--- src/rtl/mdr_access_controller.sv ---
// MDR source-select and memory handshake sequencer.
// Runs read (mem -> M bus -> MDR) and store (S bus -> MDR -> mem) transactions.
module mdr_access_controller #(
    parameter int MAX_WAIT = 8,
    parameter int CNT_W    = 8
) (
    input  logic clk,
    input  logic rst_n,
    input  logic rd_start,
    input  logic wr_start,
    input  logic mem_ack,
    output logic mem_req,
    output logic mem_we,
    output logic MMD,
    output logic SMD,
    output logic busy,
    output logic done,
    output logic timeout_err
);

    localparam logic [2:0] IDLE     = 3'd0;
    localparam logic [2:0] RD_REQ   = 3'd1;
    localparam logic [2:0] RD_LATCH = 3'd2;
    localparam logic [2:0] WR_LOAD  = 3'd3;
    localparam logic [2:0] WR_REQ   = 3'd4;
    localparam logic [2:0] DONE     = 3'd5;
    localparam logic [2:0] ABORT    = 3'd6;

    localparam logic [CNT_W-1:0] LAST = CNT_W'(MAX_WAIT - 1);

    logic [2:0]       state_q, state_d;
    logic [CNT_W-1:0] cnt_q, cnt_d;

    always_ff @(posedge clk or negedge rst_n) begin
        if (!rst_n) begin
            state_q <= IDLE;
            cnt_q   <= '0;
        end else begin
            state_q <= state_d;
            cnt_q   <= cnt_d;
        end
    end

    // Ack in the last allowed wait cycle still counts as success.
    always_comb begin
        state_d = state_q;
        cnt_d   = cnt_q;
        unique case (state_q)
            IDLE: begin
                if (rd_start) begin
                    state_d = RD_REQ;
                    cnt_d   = '0;
                end else if (wr_start) begin
                    state_d = WR_LOAD;
                end
            end
            RD_REQ: begin
                if (mem_ack)            state_d = RD_LATCH;
                else if (cnt_q == LAST) state_d = ABORT;
                else                    cnt_d   = cnt_q + 1'b1;
            end
            RD_LATCH: state_d = DONE;
            WR_LOAD: begin
                state_d = WR_REQ;
                cnt_d   = '0;
            end
            WR_REQ: begin
                if (mem_ack)            state_d = DONE;
                else if (cnt_q == LAST) state_d = ABORT;
                else                    cnt_d   = cnt_q + 1'b1;
            end
            DONE:    state_d = IDLE;
            ABORT:   state_d = IDLE;
            default: state_d = IDLE;
        endcase
    end

    always_comb begin
        mem_req     = 1'b0;
        mem_we      = 1'b0;
        MMD         = 1'b0;
        SMD         = 1'b0;
        done        = 1'b0;
        timeout_err = 1'b0;
        busy        = (state_q != IDLE);
        unique case (state_q)
            RD_REQ:   mem_req = 1'b1;
            RD_LATCH: MMD = 1'b1;
            WR_LOAD:  SMD = 1'b1;
            WR_REQ: begin
                mem_req = 1'b1;
                mem_we  = 1'b1;
            end
            DONE:     done = 1'b1;
            ABORT:    timeout_err = 1'b1;
            default: ;
        endcase
    end

    a_sel_excl: assert property (@(posedge clk) disable iff (!rst_n)
        !(MMD && SMD));
    a_sel_noreq: assert property (@(posedge clk) disable iff (!rst_n)
        !((MMD || SMD) && mem_req));
    a_we_req: assert property (@(posedge clk) disable iff (!rst_n)
        !(mem_we && !mem_req));
    a_done_excl: assert property (@(posedge clk) disable iff (!rst_n)
        !(done && timeout_err));

endmodule

--- config.mk ---
export PLATFORM = sky130hd
export DESIGN_NAME = mdr_access_controller
export DESIGN_NICKNAME = d
export VERILOG_FILES = /design/src/rtl/mdr_access_controller.sv
export SDC_FILE = /design/constraint.sdc
export NUM_CORES = 1
export LEC_CHECK = 0
export BUFFER_PORTS_ARGS = -buffer_cell sky130_fd_sc_hd__buf_2
export CAP_MARGIN = 20
export CORE_UTILIZATION = 57
export CTS_BUF_LIST = sky130_fd_sc_hd__clkbuf_4
export DETAILED_ROUTE_END_ITERATION = 8
export PLACE_DENSITY = 0.8
export SLEW_MARGIN = 10
export SYNTH_ARGS = -nofsm -noshare
export SYNTH_HDL_FRONTEND = slang
export SYNTH_SLANG_ARGS = --single-unit
--- constraint.sdc ---
create_clock -name clk -period 2 [get_ports clk]
set_clock_uncertainty 0.15 [all_clocks]
set_input_delay 0.3 -clock clk [delete_from_list [all_inputs] [get_ports clk]]
set_output_delay 0.3 -clock clk [all_outputs]
set_load 0.1 [all_outputs]
==> impl_metrics.env <==
export IMPL_drtIter0Drc=35
export IMPL_initial_core_util=0.643
export IMPL_crit_required_ns=1.55
export IMPL_clkSinkCount=11
export IMPL_track_usage=0.302
export IMPL_htreeDepth=1
export IMPL_first_pass_iters=4
export IMPL_final_core_util=0.869
export IMPL_clock_path_buffers=2
export IMPL_ys_seq_elements=11
export IMPL_ys_flop_type="dfrtp_1"
export IMPL_die_w_um=38.1
export IMPL_ios=12
export IMPL_vias=771
export IMPL_hp_class="in -> reg"
export IMPL_hold_start="wr_start"
export IMPL_tightest_slew_ns=0.443
export IMPL_grt_overflow=0
export IMPL_fmax_mhz=513
export IMPL_cap_violations=0
export IMPL_crit_type="reg -> out"
export IMPL_cts_buffers=3
export IMPL_post_route_period_util=0.974
export IMPL_grt_pass1_vias=721
export IMPL_worst_setup_path_start_kind="flip-flop"
export IMPL_top_layer="met4"
export IMPL_met2_length_mm=1.03
export IMPL_maxSlewHeadroom=0.700
export IMPL_register_area_um2=278
export IMPL_root_buffer="clkbuf_4"
export IMPL_crit_path_max_fanout=9
export IMPL_critPathCapture="busy"
export IMPL_die_h_um=38.1
export IMPL_post_route_min_period_ns=1.95
export IMPL_status="finished clean"
export IMPL_stdcell_area_um2=1000
export IMPL_final_cells=116
export IMPL_via_per_inst=6.65
export IMPL_wl_per_cell_um=17.3
export IMPL_synth_edf_count=0
export IMPL_core_um2=1160
export IMPL_postRouteAntennaNets=0
export IMPL_dpl_cell_area_um2=943
export IMPL_rsz0062_at_grt="no"
export IMPL_fin_nets=109
export IMPL_dpl_hpwl_mm=1.46
export IMPL_fin_ws_ns=0.0511
export IMPL_place_congestion=0.756
export IMPL_wl_met3_um=119
export IMPL_endpoint_kind="output port"
export IMPL_grt_max_degree=12
export IMPL_ys_async_sr_fraction=1.00
export IMPL_antenna_found_initial=0
export IMPL_syn_to_final_growth_pct=35.2
export IMPL_finalHoldViolations=0
export IMPL_clk_latency_ns=0.27
export IMPL_rows=12
export IMPL_wirelength_mm=2.00
export IMPL_cts_tree="yes"
export IMPL_synth_cell_types=37
export IMPL_synth_nets=91
export IMPL_setup_viol=0
export IMPL_synth_warnings=0
export IMPL_postCtsSetupBuffers=0
export IMPL_antenna_cells=0
export IMPL_dp_cells=111
export IMPL_syn_inst=85
export IMPL_cp_startpoint="state_q[0]"
export IMPL_multi_input_area_um2=480
export IMPL_place_ws_ns=0.0866
export IMPL_ff2ff_path_depth=4
export IMPL_clk_pin_slew_ns=0.07
export IMPL_drc=0
export IMPL_slew_viol_final=0
export IMPL_r2r_slack_ns=0.11
export IMPL_drive_above_1_share=0.343
export IMPL_dieArea_um2=1450
export IMPL_fillers=62
export IMPL_netlist_area_um2=743
export IMPL_met1_length_um=821
export IMPL_timing_rr_start="cnt_q[0]"
export IMPL_avgSynthCellArea_um2=8.74
export IMPL_synth_yosys_seq_area_share=0.370
export IMPL_port_buffers=11
export IMPL_r2r_end="cnt_q[7]"
export IMPL_cp_arrival_ns=1.50
export IMPL_grt_pass1_wl_mm=3.04
[kinds of logic (layout without fill, tap and decap cells)]
kind of cell / after synthesis / after routing / share of synthesized area
adder cells (fa/ha/maj): 1 / 1 / 0.0168
buffers and inverters: 5 / 22 / 0.0320
flip-flops: 11 / 11 / 0.370
XOR/XNOR: 1 / 1 / 0.0118
AO/OA/AOI/OAI: 22 / 22 / 0.207
AND/OR/NAND/NOR: 42 / 42 / 0.317
multiplexers: 3 / 3 / 0.0455
[layout by cell type (no fill, tap or decap), drive strengths merged, types with 2 or more instances in the layout]
cell type and n:
o31ai 4, a21oi 6, mux2i 3, dfrtp 11, o21ai 2, nor4 2
nand4 3, o21a 3, nand2 9, or3 4, or4 3, and4 2
clkbuf 4, buf 16, and2 2, nor2 7, nand3 3, nor2b 2
[state kept, by name (all words and copies together), names as in the netlist]
| name | cells |
|---|---|
| state_q | 3 |
| cnt_q | 8 |
[how the worst min path moves through the flow]
stage	end	slack, ns	depth (start not counted)
6_report	state_q[0]	0.15	3
3_5_place_dp	cnt_q[5]	0.03	1
5_1_grt	state_q[0]	0.16	3
2_1_floorplan	cnt_q[0]	-0.15	0
4_1_cts	state_q[0]	0.15	3
3_3_place_gp	cnt_q[6]	0.03	1
[critical path, cell delays in order (launching register included)]
cell and delay, ns:
dfrtp_2 0.46, buf_4 0.19, or3_1 0.34, buf_4 0.24
[cell usage after synthesis, types with 3 or more instances]
library cell / count / area share
nand2_1: 8 / 0.040
o31ai_1: 4 / 0.040
o21a_1: 3 / 0.030
nand4_1: 3 / 0.025
or4_1: 3 / 0.030
or3_1: 4 / 0.034
dfrtp_1: 11 / 0.37
nand3_1: 3 / 0.020
nor2_1: 7 / 0.035
a21oi_1: 5 / 0.034
[per-layer routing]
layer  global-route usage  vias up
met5                    0        -
met4                0.161        0
met3               0.0640        4
met2                0.521       40
met1                0.343      372
li1                     -      355
[area by class of cell]
type | instances | area share
clock buffers | 4 | 0.0299
inverters | 1 | 0.00374
multi-input cells | 69 | 0.478
flip-flops and latches | 11 | 0.276
well taps | 14 | 0.0174
repair buffers | 17 | 0.194
[metrics by stage]
step | TNS [ns] | hold slack, ns
final | 0 | 0.152
after global routing | 0 | 0.164
after CTS | 0 | 0.150
after detailed placement | 0 | 0.0302
after global placement | 0 | 0.0287
after floorplan | -0.0996 | -0.146
[repair_timing]
item,CTS,global route
gates cloned,0,0
endpoints found under the hold margin,11,0
hold buffers,1,0
gates resized for setup,3,5
setup endpoints to repair,4,7
Power is not shown: default switching activity piles up to over one toggle a cycle in this logic, so the estimate is an artifact.
